==> config.mk <==
export PLATFORM = sky130hd
export DESIGN_NAME = led_scanner
export DESIGN_NICKNAME = d
export VERILOG_FILES = /design/src/rtl/led_scan_pkg.sv /design/src/rtl/led_pwm_chan.sv /design/src/rtl/led_scanner.sv
export SDC_FILE = /design/constraint.sdc
export NUM_CORES = 1
export LEC_CHECK = 0
export BUFFER_PORTS_ARGS = -buffer_cell sky130_fd_sc_hd__buf_4
export CAP_MARGIN = 20
export CORE_UTILIZATION = 55
export DETAILED_ROUTE_END_ITERATION = 7
export PLACE_DENSITY = 0.71
export SKIP_LAST_GASP = 1
export SLEW_MARGIN = 5
export SYNTH_ARGS = -nofsm -noshare
export SYNTH_HDL_FRONTEND = slang
export SYNTH_SLANG_ARGS = --single-unit
==> constraint.sdc <==
create_clock -name clk -period 3.8 [get_ports clk]
set_clock_uncertainty 0.2 [all_clocks]
set_input_delay 0.38 -clock clk [delete_from_list [all_inputs] [get_ports clk]]
set_output_delay 0.38 -clock clk [all_outputs]
set_load 0.01 [all_outputs]
==> src/rtl/led_scan_pkg.sv <==
// led_scan_pkg: shared sweep direction type and mode encodings
package led_scan_pkg;

    typedef enum logic {
        UP   = 1'b0,
        DOWN = 1'b1
    } dir_t;

    localparam logic MODE_BOUNCE = 1'b0;
    localparam logic MODE_WRAP   = 1'b1;

endpackage

==> src/rtl/led_pwm_chan.sv <==
// led_pwm_chan: one LED channel -- duty register with optional afterglow decay and PWM comparator
module led_pwm_chan #(
    parameter int PWM_W   = 10,
    parameter int TAIL_SH = 0
) (
    input  logic             clk,
    input  logic             rst_n,
    input  logic             i_load,
    input  logic [PWM_W-1:0] i_ctr,
    input  logic [PWM_W-1:0] i_target,
    output logic [PWM_W-1:0] o_duty,
    output logic             o_led
);

    logic [PWM_W-1:0] r_duty;
    logic [PWM_W-1:0] w_shifted;
    logic [PWM_W-1:0] w_step;
    logic [PWM_W-1:0] w_decayed;
    logic [PWM_W-1:0] w_duty_nxt;

    // Decay step is at least 1 so a small duty still fades fully to zero
    assign w_shifted  = r_duty >> TAIL_SH;
    assign w_step     = (w_shifted == '0) ? PWM_W'(1) : w_shifted;
    assign w_decayed  = (r_duty > w_step) ? r_duty - w_step : '0;
    assign w_duty_nxt = (TAIL_SH == 0 || i_target > w_decayed) ? i_target : w_decayed;
    assign o_duty     = r_duty;

    // Duty only changes at the PWM period boundary; output is the registered compare
    always_ff @(posedge clk or negedge rst_n) begin
        if (!rst_n) begin
            r_duty <= '0;
            o_led  <= 1'b0;
        end else begin
            if (i_load)
                r_duty <= w_duty_nxt;
            o_led <= (i_ctr < r_duty);
        end
    end

endmodule

==> src/rtl/led_scanner.sv <==
// led_scanner: bounce/wrap sweep of a bright spot across N_LEDS PWM channels
module led_scanner
    import led_scan_pkg::*;
#(
    parameter int N_LEDS  = 8,
    parameter int PWM_W   = 10,
    parameter int FRAC_W  = 21,
    parameter int TAIL_SH = 0
) (
    input  logic              clk,
    input  logic              rst_n,
    input  logic              en,
    input  logic              mode,
    input  logic [1:0]        speed,
    output logic [N_LEDS-1:0] led
);

    localparam int IDX_W = $clog2(N_LEDS);
    localparam int POS_W = IDX_W + FRAC_W;
    localparam logic [POS_W:0] POS_MAX = (POS_W+1)'(N_LEDS - 1) << FRAC_W;
    localparam logic [POS_W:0] POS_LEN = (POS_W+1)'(N_LEDS) << FRAC_W;
    localparam logic [PWM_W-1:0] PEAK = '1;

    logic [POS_W-1:0] r_pos;
    logic [POS_W-1:0] w_pos_nxt;
    dir_t             r_dir;
    dir_t             w_dir_nxt;
    logic [PWM_W-1:0] r_pwm_ctr;
    logic [POS_W:0]   w_inc;
    logic [POS_W:0]   w_sum;
    logic [POS_W:0]   w_pos_ext;
    logic [IDX_W-1:0] w_idx;
    logic [IDX_W-1:0] w_nidx;
    logic             w_nx_en;
    logic [PWM_W-1:0] w_f;
    logic             w_boundary;
    logic [PWM_W-1:0] w_target [N_LEDS];
    logic [PWM_W-1:0] w_duty   [N_LEDS];

    // Sums are one bit wider than pos so the clamp/wrap compares never overflow
    assign w_inc      = (POS_W+1)'({1'b0, speed} + 3'd1);
    assign w_pos_ext  = {1'b0, r_pos};
    assign w_sum      = w_pos_ext + w_inc;
    assign w_idx      = r_pos[POS_W-1 -: IDX_W];
    assign w_f        = r_pos[FRAC_W-1 -: PWM_W];
    assign w_nidx     = (w_idx == IDX_W'(N_LEDS - 1)) ? '0 : w_idx + IDX_W'(1);
    assign w_nx_en    = (w_idx != IDX_W'(N_LEDS - 1)) || (mode == MODE_WRAP);
    assign w_boundary = (r_pwm_ctr == PEAK);

    // Sweep position and direction registers
    always_ff @(posedge clk or negedge rst_n) begin
        if (!rst_n) begin
            r_pos <= '0;
            r_dir <= UP;
        end else begin
            r_pos <= w_pos_nxt;
            r_dir <= w_dir_nxt;
        end
    end

    // Next sweep position: wrap modulo the ring, or bounce clamped at both ends
    always_comb begin
        w_pos_nxt = r_pos;
        w_dir_nxt = r_dir;
        if (en) begin
            if (mode == MODE_WRAP) begin
                w_dir_nxt = UP;
                w_pos_nxt = (w_sum >= POS_LEN) ? POS_W'(w_sum - POS_LEN) : POS_W'(w_sum);
            end else if (r_dir == UP) begin
                w_pos_nxt = (w_sum >= POS_MAX) ? POS_W'(POS_MAX) : POS_W'(w_sum);
                w_dir_nxt = (w_sum >= POS_MAX) ? DOWN : UP;
            end else begin
                w_pos_nxt = (w_pos_ext <= w_inc) ? '0 : POS_W'(w_pos_ext - w_inc);
                w_dir_nxt = (w_pos_ext <= w_inc) ? UP : DOWN;
            end
        end
    end

    // Crossfade between the current LED and its successor by the fractional position
    always_comb begin
        for (int i = 0; i < N_LEDS; i++)
            w_target[i] = (w_idx == IDX_W'(i)) ? PEAK - w_f :
                          (w_nx_en && w_nidx == IDX_W'(i)) ? w_f : '0;
    end

    // Free-running PWM counter, wraps naturally from PEAK to 0
    always_ff @(posedge clk or negedge rst_n) begin
        if (!rst_n)
            r_pwm_ctr <= '0;
        else
            r_pwm_ctr <= r_pwm_ctr + PWM_W'(1);
    end

    for (genvar i = 0; i < N_LEDS; i++) begin : g_chan
        led_pwm_chan #(
            .PWM_W   (PWM_W),
            .TAIL_SH (TAIL_SH)
        ) u_chan (
            .clk      (clk),
            .rst_n    (rst_n),
            .i_load   (w_boundary),
            .i_ctr    (r_pwm_ctr),
            .i_target (w_target[i]),
            .o_duty   (w_duty[i]),
            .o_led    (led[i])
        );
    end

endmodule

## Word-level counts from Yosys, hierarchy flattened

Index checks and enable logic that the tools add are counted.

- Flip-flop bits (word level): 123
- Bits in latches: 0
- Memory bits (writable): 0
- Memory bits (read-only): 0
- Input port bits: 6
- Output and inout bits: 8
- Logic and storage cells: 90
- Memories kept: 0

- Add/sub/neg operators: 7
- $mul: 0
- Divide/modulo/power cells: 0
- Order comparisons: 11
- Equal/unequal tests: 16
- Shift operators: 0
- Multiplexer cells: 26
- Bitwise logic cells: 0
- Reduce and logical (&&, ||, !) cells: 11

Operators by type and width:

| operator | count |
|---|---|
| 10-bit two-way mux | 16 |
| 24-bit two-way mux | 5 |
| 10-bit < comparator | 8 |
| 24-bit by 3-bit adder with 25-bit output | 1 |
| 25-bit by 24-bit greater-or-equal comparator with 1-bit output, second input constant | 1 |
| 25-bit greater-or-equal comparator, second input constant | 1 |
| 3-bit equality test, second input constant | 8 |
| 24-bit by 3-bit <= comparator with 1-bit output | 1 |
| 24-bit by 1-bit subtractor with 24-bit output, second input constant | 1 |
| 24-bit by 3-bit subtractor with 24-bit output | 1 |
| 3-bit by 2-bit equality test with 1-bit output, second input constant | 4 |
| 10-bit by 1-bit adder with 10-bit output, second input constant | 1 |
| 10-bit equality test, second input constant | 1 |
| 10-bit subtractor, first input constant | 1 |
| 1-bit logical AND | 8 |
| 3-bit by 1-bit equality test with 1-bit output, second input constant | 2 |
| 3-bit zero test | 2 |
| 1-bit two-way mux | 4 |
| 2-bit by 1-bit adder with 3-bit output, second input constant | 1 |
| 3-bit by 1-bit adder with 3-bit output, second input constant | 1 |
| 3-bit two-way mux | 1 |
| 3-bit != test, second input constant | 1 |
| 1-bit logical OR | 1 |

## Longest topological paths before layout

Gate-level depths: netlist of the first run.

- Depth after elaboration: 6
- Depth in mapped cells: 12
- Gate-level depth less buffers: 11

## By module

Synthesis of the first run repeated with hierarchy kept, for this count alone.

- Cells, all modules: 1058
- Area total of the unflattened synthesis: 8883.5 um^2

Modules (own cells, without submodules):

| module | times used | cells an instance | area each (um^2) | seq. area each (um^2) |
|---|---|---|---|---|
| led_pwm_chan | 8 | 64 | 603.1 | 275.3 |
| led_scanner | 1 | 546 | 4058.9 | 875.8 |

## Worst setup path after synthesis of the first run

No wires, ideal clock.

- Path kind: input port to flip-flop
- Start point: in speed[0]
- End point: reg r_pos[12]
- Setup time: 0.121 ns
- Data arrival time: 3.014 ns
- Data required time: 3.479 ns
- Slack: 0.466 ns
- Stages: 11
- Buffers on the path: 1
- Cell sequence: ha_1 > inv_1 > fa_1 > o21bai_1 > nand4_2 > nor4_4 > a31oi_1 > a21o_1 > buf_6 > a221o_1 > a22o_1

- Cells in the longest elaborated chain, start to end: 6
- Elaborated cells between the ends (all ways): 12
- Those cells by class: 4 x add/sub; 3 x order compare; 5 x mux

Ends and longest elaborated chain:

| element | line | text |
|---|---|---|
| start, declared | led_scanner.sv:14 | `input logic [1:0] speed,` |
| 2-bit by 1-bit adder with 3-bit output * | led_scanner.sv:41 | `assign w_inc = (POS_W+1)'({1'b0, speed} + 3'd1);` |
| 24-bit by 3-bit adder with 25-bit output | led_scanner.sv:43 | `assign w_sum = w_pos_ext + w_inc;` |
| 25-bit by 24-bit greater-or-equal comparator with 1-bit output | led_scanner.sv:70 | `w_pos_nxt = (w_sum >= POS_MAX) ? POS_W'(POS_MAX) : POS_W'(w_sum);` |
| 24-bit two-way mux | led_scanner.sv:70 |  |
| 24-bit two-way mux | led_scanner.sv:69 | `end else if (r_dir == UP) begin` |
| 24-bit two-way mux * | led_scanner.sv:66 | `if (mode == MODE_WRAP) begin` |
| end signal, assigned | led_scanner.sv:56 | `r_pos <= w_pos_nxt;` |
| end, declared | led_scanner.sv:24 | `logic [POS_W-1:0] r_pos;` |

Mark *: on every way between the ends. The rest lies on a longest branch, timed or not.
A chain may end at the register's enable or synchronous reset.

## Worst setup path after layout of the first run

- Start point: reg r_pos[0]
- End point: reg r_pos[12]

- Cells in the longest elaborated chain, start to end: 5
- Elaborated cells between the ends (all ways): 11
- Those cells by class: 3 x add/sub; 3 x order compare; 5 x mux

Ends and longest elaborated chain:

| element | line |
|---|---|
| 24-bit by 3-bit adder with 25-bit output | led_scanner.sv:43 |
| 25-bit by 24-bit greater-or-equal comparator with 1-bit output | led_scanner.sv:70 |
| 24-bit two-way mux | led_scanner.sv:70 |
| 24-bit two-way mux | led_scanner.sv:69 |
| 24-bit two-way mux * | led_scanner.sv:66 |

Marked as above.

==> results_tabular.tex, run 1 <==
\begin{tabular}{lr}
\hline
Metric & Value \\
\hline
\multicolumn{2}{l}{\textbf{Final layout}} \\
Most common cell after layout, fill and taps aside & dfrtp\_1 \\
Area overhead of the layout relative to synthesis & 10.45\% \\
Fraction of final layout cells with drive strength greater than 1 & 0.09100 \\
Diode count & 0 \\
Final core utilization & 0.6250 \\
Highest-count cells in the layout ignoring fill and taps & dfrtp\_1 (123), inv\_1 (94), nor2\_1 (91) \\
Number of nets at the end of the flow & 1094 \\
Number of standard cells in the layout, taps in and fillers out & 1222 \\
\multicolumn{2}{l}{\textbf{Synth}} \\
Post-synthesis sequential area ratio & 0.3552 \\
Dominant cell type by area after synthesis & dfrtp\_1 \\
Yosys warns & 0 \\
Main flop type after synthesis & dfrtp\_1 \\
Avg Cell Area, Syn & 8.563 sq um \\
Mapped Area & 8666 sq um \\
Fraction of registers with async set/reset & 1.000 \\
Post-Synthesis Net Count & 1108 \\
Largest cells by area after synthesis & dfrtp\_1 (36\%), ha\_1 (13\%), a21oi\_1 (5.1\%) \\
Cells after synthesis & 1012 \\
Top cell type's share of synthesized area & 0.3552 \\
Number of register bits inferred by synthesis & 123 \\
Number of flops mapped to enable cells by yosys & 0 \\
Synth cell types & 69 \\
\multicolumn{2}{l}{\textbf{CTS}} \\
Clock tree from TritonCTS & built \\
Number of buffers between clock root and the deepest sink & 2 \\
Clock slew at the register clock pins of the worst setup and hold paths & 0.06 ns \\
CTS root buffer & clkbuf\_16 \\
Clock H-tree levels & 4 \\
Number of buffers added by the clock tree synthesis step & 17 \\
Sink Count & 123 \\
Post-CTS setup repair buffer count & 0 \\
Worst skew pair latency & 0.43 ns \\
\multicolumn{2}{l}{\textbf{Setup path}} \\
Worst R2R Start & r\_pos[0] \\
Required time of the critical path & 3.92 ns \\
Endpoint kind of the worst setup timing path & register \\
Buf/Inv on CP & 1 \\
Peak per-stage delay on the critical path & 0.41 ns \\
Cell chain of the critical path & ha\_1, inv\_1, fa\_1, o21bai\_1, nand4\_2, nor4\_4, a31oi\_1, a21o\_1, a221o\_1, a22o\_1 \\
Crit path kind & reg2reg \\
Number of cells traversed by the worst register-to-register path & 10 \\
Endpoint of the lowest-slack register-to-register path & r\_pos[12] \\
CP startpoint kind & register \\
Data arrival time of the worst path & 3.43 ns \\
Kind of cell adding the most delay to the critical path & compound AO/OA/AOI/OAI gates \\
Critical Path Slowest Stage Cell & fa\_1 \\
Setup slack, reg-to-reg & 0.49 ns \\
Largest fanout on the critical path & 10 \\
\multicolumn{2}{l}{\textbf{GRT}} \\
GRT overflow & 0 \\
First-pass GRT wire length & 35480 um \\
Number of antenna violations at the first check in global routing & 0 \\
Largest net degree at the start of global routing & 161 \\
Via count of the first global-routing pass & 6890 \\
Overall routing resource usage & 0.2810 \\
\multicolumn{2}{l}{\textbf{Worst hold path}} \\
Startpoint of the lowest-slack hold path & en \\
Cell depth of the worst hold path & 2 \\
Worst hold endpoint & r\_pos[0] \\
HP Class & in2reg \\
\multicolumn{2}{l}{\textbf{Timing}} \\
Relative slew slack & 0.4566 \\
Ratio of final minimum period to clock period & 0.8715 \\
Total Neg Setup Slack & 0 ns \\
Count of endpoints failing setup in the final report & 0 \\
Setup repair after global routing missed its margin & no \\
Final hold violations & 0 \\
Number of pins exceeding their max-slew limit in the final report & 0 \\
Transition time at the pin with the least slew margin & 0.8151 ns \\
Maximum clock frequency & 302.0 MHz \\
Setup slack of the critical path after layout & 0.4885 ns \\
Min Tclk post-route & 3.312 ns \\
\multicolumn{2}{l}{\textbf{Die}} \\
Floorplan die area & 16260 sq um \\
Num ports & 14 \\
Initial Utilization & 0.5658 \\
Floorplan die width & 127.5 um \\
Die height & 127.5 um \\
Core Area & 15310 sq um \\
FP Rows & 45 \\
\multicolumn{2}{l}{\textbf{Detailed routing}} \\
Total routed wirelength & 21170 um \\
Routed WL per cell & 17.32 um \\
Vias & 7264 \\
Iteration count of the initial detailed-routing pass & 5 \\
Final ANT Viol Nets & 0 \\
Vias per inst & 5.944 \\
Remaining design rule violation count & 0 \\
Number of design-rule violations left by the first detailed-router iteration & 670 \\
\multicolumn{2}{l}{\textbf{Power and ir drop}} \\
Peak supply drop & 0.0004054 V \\
Tot Pwr & 4.525 mW \\
PwrDens & 472.7 nW/um\^{}2 \\
Total leakage power & 4.260 nW \\
\multicolumn{2}{l}{\textbf{Placed design}} \\
Gp weighted congestion & 0.8986 \\
Cell total after placement & 1189 \\
Post-placement worst setup slack & 0.1195 ns \\
PortBufs & 13 \\
Detail Placement HPWL & 14300 um \\
\multicolumn{2}{l}{\textbf{Run status}} \\
Run status & complete, no violations \\
\multicolumn{2}{l}{\textbf{Job}} \\
Count of maximum capacitance violations & 0 \\
\hline
\end{tabular}
[worst reg2reg max path, stage by stage, from the launching register on]
cell      delay [ns]
dfrtp_1         0.35
ha_1            0.18
inv_1           0.06
fa_1            0.41
o21bai_1        0.27
nand4_2         0.24
nor4_4          0.30
a31oi_1         0.19
a21o_1          0.39
a221o_1         0.38
a22o_1          0.23
[sequential cells by signal, indices dropped and copies added, names as in the netlist]
register,flops
r_pwm_ctr,10
r_pos,24
g_chan.u_chan.o_led,8
g_chan.u_chan.o_duty,80
r_dir,1
[worst max-delay path by stage]
stage / from / to / slack, ns / cells past startpoint
after floorplan: speed[0] / r_pos[12] / 0.47 / 11
after global placement: speed[0] / r_pos[12] / 0.21 / 11
after detailed placement: speed[0] / r_pos[12] / 0.12 / 11
after CTS: r_pos[0] / r_pos[12] / 0.51 / 10
after global routing: r_pos[0] / r_pos[12] / 0.32 / 10
final: r_pos[0] / r_pos[12] / 0.49 / 10
[cell type report]
cell class / instances / area, sq um
clock inverters: 13 / 190.2
multi-input cells: 716 / 4880
flip-flops and latches: 123 / 3078
well taps: 211 / 264.0
clock buffers: 19 / 442.9
repair buffers: 45 / 360.3
inverters: 95 / 356.6
fillers: 1347 / 5743
[where the power goes]
| group | internal (mW) | switching, mW | total [mW] | leakage [nW] |
|---|---|---|---|---|
| clock network | 1.12 | 0.623 | 1.74 | 0.308 |
| registers | 1.38 | 0.168 | 1.55 | 1.63 |
| logic | 0.441 | 0.793 | 1.23 | 2.32 |
| total | 2.94 | 1.58 | 4.52 | 4.26 |
[cells in the mapped netlist, drive strengths merged (3+ instances only)]
| cell | n |
|---|---|
| dfrtp | 123 |
| inv | 94 |
| nor2 | 91 |
| a21oi | 90 |
| ha | 88 |
| nand2 | 74 |
| a211oi | 55 |
| clkbuf | 55 |
| o21ai | 54 |
| nor3 | 29 |
| a21o | 25 |
| mux2i | 24 |
| buf | 23 |
| nand2b | 17 |
| nand3 | 17 |
| nor4 | 15 |
| nand4 | 10 |
| nor2b | 10 |
| o21a | 8 |
| o41ai | 8 |
| a211o | 7 |
| a22o | 7 |
| and3 | 7 |
| o211ai | 7 |
| xnor2 | 7 |
| or2 | 6 |
| a221o | 5 |
| or3 | 5 |
| o221ai | 4 |
| xor2 | 4 |
| a311oi | 3 |
| o22ai | 3 |
| o2bb2ai | 3 |
[layer usage]
metal,track usage,share of wire
met1,0.3851,0.47
met2,0.4548,0.47
met3,0.04439,0.042
met4,0.09244,0.017
met5,0,0
[stage by stage]
step,hold slack [ns],instance area (sq um)
after floorplan,-0.1156,8666
after global placement,0.2623,8919
after detailed placement,0.2706,8929
after CTS,0.1532,9572
after global routing,0.1987,9572
final,0.1783,9572
[what timing repair did]
item / in CTS / in global routing
hold endpoints to repair: 62 / 0
resized for setup: 0 / 0
hold buffers: 1 / 0
[logic make-up after synthesis]
family                   after synthesis  share of synthesized area
buffers and inverters                173                    0.08316
XOR/XNOR                              11                    0.01112
AND/OR/NAND/NOR                      291                     0.1624
flip-flops                           123                     0.3552
adder cells (fa/ha/maj)               90                     0.1317
multiplexers                          26                    0.03032
AO/OA/AOI/OAI                        298                     0.2261
No activity file was read; power rests on OpenSTA's default activity.
==> run 2: changes to the inputs <==
SYNTH_HIERARCHICAL = 1   (was default)
==> run 2 against run 1 <==
  * Critical path depth rose by 1
  * Sequential power fell by 7%
  * Clock power fell by 8%
  * Fmax rose by 3.3%
  * Power fell by 17%
  * Clock-buffer cell count rose by 2
  * Critical path type unchanged
==> results_tabular.tex, run 2 <==
\begin{tabular}{lr}
\hline
Metric & Value \\
\hline
\multicolumn{2}{l}{\textbf{Run status}} \\
Run status & complete, no violations \\
\multicolumn{2}{l}{\textbf{Final layout}} \\
Area overhead of the layout relative to synthesis & 9.887\% \\
Design area & 9762 sq um (+2.0\%) \\
Filler cell count in the final layout & 1357 (+0.74\%) \\
Area used by multi-input combinational logic & 5056 sq um (+3.6\%) \\
FF/Latch Area & 3078 sq um (unchanged) \\
Fraction of final layout cells with drive strength greater than 1 & 0.1363 (+0.04532) \\
Diode count & 0 (unchanged) \\
Flip-flop count of the largest register, all copies and words added & 80 (unchanged) \\
Most common cell after layout, fill and taps aside & nand2\_1 \\
Number of nets at the end of the flow & 1156 (+5.7\%) \\
Highest-count cells in the layout ignoring fill and taps & nand2\_1 (184), o21ai\_0 (162), dfrtp\_1 (123) \\
\multicolumn{2}{l}{\textbf{Synth}} \\
Post-synthesis sequential area ratio & 0.3465 (-0.008704) \\
Yosys warns & 6 (+6) \\
Mapped Area & 8884 sq um (+2.5\%) \\
Post-synth top cells & nand2\_1 (184), o21ai\_0 (162), dfrtp\_1 (123) \\
Main flop type after synthesis & dfrtp\_1 \\
Post-Synthesis Net Count & 1153 (+4.1\%) \\
Avg Cell Area, Syn & 8.397 sq um (-1.9\%) \\
Synth cell types & 74 (+7.2\%) \\
Fraction of registers with async set/reset & 1.000 (unchanged) \\
Top cell type's share of synthesized area & 0.3465 (-0.008704) \\
Largest cells by area after synthesis & dfrtp\_1 (35\%), ha\_1 (12\%), o21ai\_0 (9.1\%) \\
Most used standard cell by instance count after synthesis & nand2\_1 \\
Number of flops mapped to enable cells by yosys & 0 (unchanged) \\
Number of register bits inferred by synthesis & 123 (unchanged) \\
Dominant cell type by area after synthesis & dfrtp\_1 \\
Cells after synthesis & 1058 (+4.5\%) \\
\multicolumn{2}{l}{\textbf{Setup path}} \\
Required time of the critical path & 3.91 ns (about the same) \\
Worst R2R Start & r\_pos[0] \\
Crit path kind & reg2reg \\
Largest fanout on the critical path & 12 (+2) \\
Number of cells traversed by the worst register-to-register path & 11 (+1) \\
Data arrival time of the worst path & 3.32 ns (-0.11 ns) \\
Critical path depth in cells & 11 (+1) \\
Cell chain of the critical path & ha\_1, inv\_1, fa\_1, nor2\_1, o2111a\_1, a31oi\_1, a211oi\_1, o31ai\_2, buf\_6, o311a\_1, a221o\_1 \\
Peak per-stage delay on the critical path & 0.41 ns (about the same) \\
Buf/Inv on CP & 2 (+1) \\
Endpoint kind of the worst setup timing path & register \\
Kind of cell adding the most delay to the critical path & compound AO/OA/AOI/OAI gates \\
Critical Path Slowest Stage Cell & fa\_1 \\
Worst Setup SP & r\_pos[0] \\
CP startpoint kind & register \\
\multicolumn{2}{l}{\textbf{Detailed routing}} \\
Remaining design rule violation count & 0 (unchanged) \\
Final ANT Viol Nets & 0 (unchanged) \\
Vias per inst & 5.879 (-1.1\%) \\
Number of design-rule violations left by the first detailed-router iteration & 591 (-12\%) \\
Total routed wirelength & 21770 um (+2.8\%) \\
Routed WL per cell & 16.91 um (-2.4\%) \\
Vias & 7566 (+4.2\%) \\
Iteration count of the initial detailed-routing pass & 5 (unchanged) \\
\multicolumn{2}{l}{\textbf{CTS}} \\
Sink Count & 123 (unchanged) \\
Clock tree from TritonCTS & built \\
CTS root buffer & clkbuf\_16 \\
Clock slew at the register clock pins of the worst setup and hold paths & 0.06 ns (about the same) \\
Worst skew pair latency & 0.43 ns (about the same) \\
Number of buffers added by the clock tree synthesis step & 17 (unchanged) \\
Post-CTS setup repair buffer count & 0 (unchanged) \\
Clock H-tree levels & 4 (unchanged) \\
Number of buffers between clock root and the deepest sink & 2 (unchanged) \\
\multicolumn{2}{l}{\textbf{Power and ir drop}} \\
PwrDens & 386.9 nW/um\^{}2 (-18\%) \\
Peak supply drop & 0.0003248 V (-20\%) \\
Total leakage power & 4.326 nW (+1.6\%) \\
\multicolumn{2}{l}{\textbf{Placed design}} \\
Total placed instance area & 9178 sq um (+2.8\%) \\
Gp weighted congestion & 0.8621 (-4.1\%) \\
PortBufs & 13 (unchanged) \\
Detail Placement HPWL & 14240 um (-0.40\%) \\
\multicolumn{2}{l}{\textbf{Timing}} \\
Worst-case hold slack & 0.1621 ns (-0.01618 ns) \\
Relative slew slack & 0.5097 (+0.05310) \\
Final hold violations & 0 (unchanged) \\
Count of endpoints failing setup in the final report & 0 (unchanged) \\
Min Tclk post-route & 3.205 ns (-0.1061 ns) \\
Transition time at the pin with the least slew margin & 0.7328 ns (-0.08235 ns) \\
Number of pins exceeding their max-slew limit in the final report & 0 (unchanged) \\
Ratio of final minimum period to clock period & 0.8435 (-0.02791) \\
Total Neg Setup Slack & 0 ns (unchanged) \\
Setup repair after global routing missed its margin & no \\
Maximum clock frequency & 312.0 MHz (+3.3\%) \\
\multicolumn{2}{l}{\textbf{Die}} \\
Die height & 129.1 um (+1.2\%) \\
FP Rows & 46 (+2.2\%) \\
Num ports & 14 (unchanged) \\
Initial Utilization & 0.5613 (-0.004585) \\
Floorplan die area & 16660 sq um (+2.5\%) \\
Floorplan die width & 129.1 um (+1.2\%) \\
Core Area & 15830 sq um (+3.3\%) \\
\multicolumn{2}{l}{\textbf{GRT}} \\
Overall routing resource usage & 0.2779 (-0.003079) \\
Via count of the first global-routing pass & 7025 (+2.0\%) \\
Largest net degree at the start of global routing & 109 (-32\%) \\
First-pass GRT wire length & 35420 um (-0.16\%) \\
Number of antenna violations at the first check in global routing & 0 (unchanged) \\
GRT overflow & 0 (unchanged) \\
\multicolumn{2}{l}{\textbf{Worst hold path}} \\
Startpoint of the lowest-slack hold path & mode \\
Cell depth of the worst hold path & 4 (+2) \\
HP Class & in2reg \\
\multicolumn{2}{l}{\textbf{Job}} \\
Count of maximum capacitance violations & 0 (unchanged) \\
\hline
\end{tabular}
[run 2: path summary, 6_finish.rpt]
path | end | slack, ns
min in group asynchronous | g_chan[0].u_chan/o_led | 0.27
hold / removal | r_dir | 0.16
max in group asynchronous | g_chan[3].u_chan/o_duty[1] | 2.34
hold reg to reg | g_chan[3].u_chan/o_duty[0] | 0.31
setup reg to reg | r_pos[14] | 0.59
setup / recovery | r_pos[14] | 0.59
[run 2: cells by family (layout without fill, tap and decap cells)]
logic type                 count (synthesis)  after routing  synth area share
AOI/OAI and AO/OA                        294            294            0.2017
buffers and inverters                    160            173           0.08577
muxes                                     48             48           0.05887
xor gates and xnor gates                  10             10          0.009860
DFF                                      123            123            0.3465
and+or+nand+nor                          334            334            0.1703
adders and majority gates                 89             89            0.1270
[run 2: what timing repair did]
action	CTS	global route
gates resized for setup	0	0
hold endpoints to repair	36	0
hold buffers	1	0
[run 2: layout make-up]
class / count / area share
multi-input cells: 775 / 0.5179
flip-flops and latches: 123 / 0.3153
clock buffers: 21 / 0.04922
repair buffers: 53 / 0.04524
inverters: 91 / 0.03499
well taps: 216 / 0.02769
clock inverters: 8 / 0.009613
[run 2: through the flow]
stage / worst slack, ns / instances / util / power (mW)
2_1_floorplan: 0.7316 / 1058 / - / 1.994
3_3_place_gp: 0.008665 / 1256 / 0.5791 / 2.175
6_report: 0.5945 / 1287 / 0.6168 / 3.777
3_5_place_dp: 0.3142 / 1257 / 0.5798 / 2.181
4_1_cts: 0.6620 / 1287 / 0.6168 / 3.788
5_1_grt: 0.4297 / 1287 / 0.6168 / 3.963
[run 2: report_power, final]
part           internal, mW  switching [mW]
combinational         0.283           0.445
sequential             1.35          0.0895
clock                  1.02           0.587
total                  2.66            1.12
[run 2: worst min-delay path, stage by stage]
cell and delay (ns):
buf_4 0.15, o21ai_0 0.10, nand2_1 0.07, o31ai_1 0.06
[run 2: layer usage]
| metal | global-route usage | up-vias | wire length, um |
|---|---|---|---|
| met5 | 0 | - | 0 |
| met4 | 0.1066 | 0 | 520 |
| met3 | 0.05533 | 47 | 1200 |
| met2 | 0.4658 | 219 | 10470 |
| met1 | 0.3548 | 3602 | 9572 |
| li1 | - | 3698 | - |
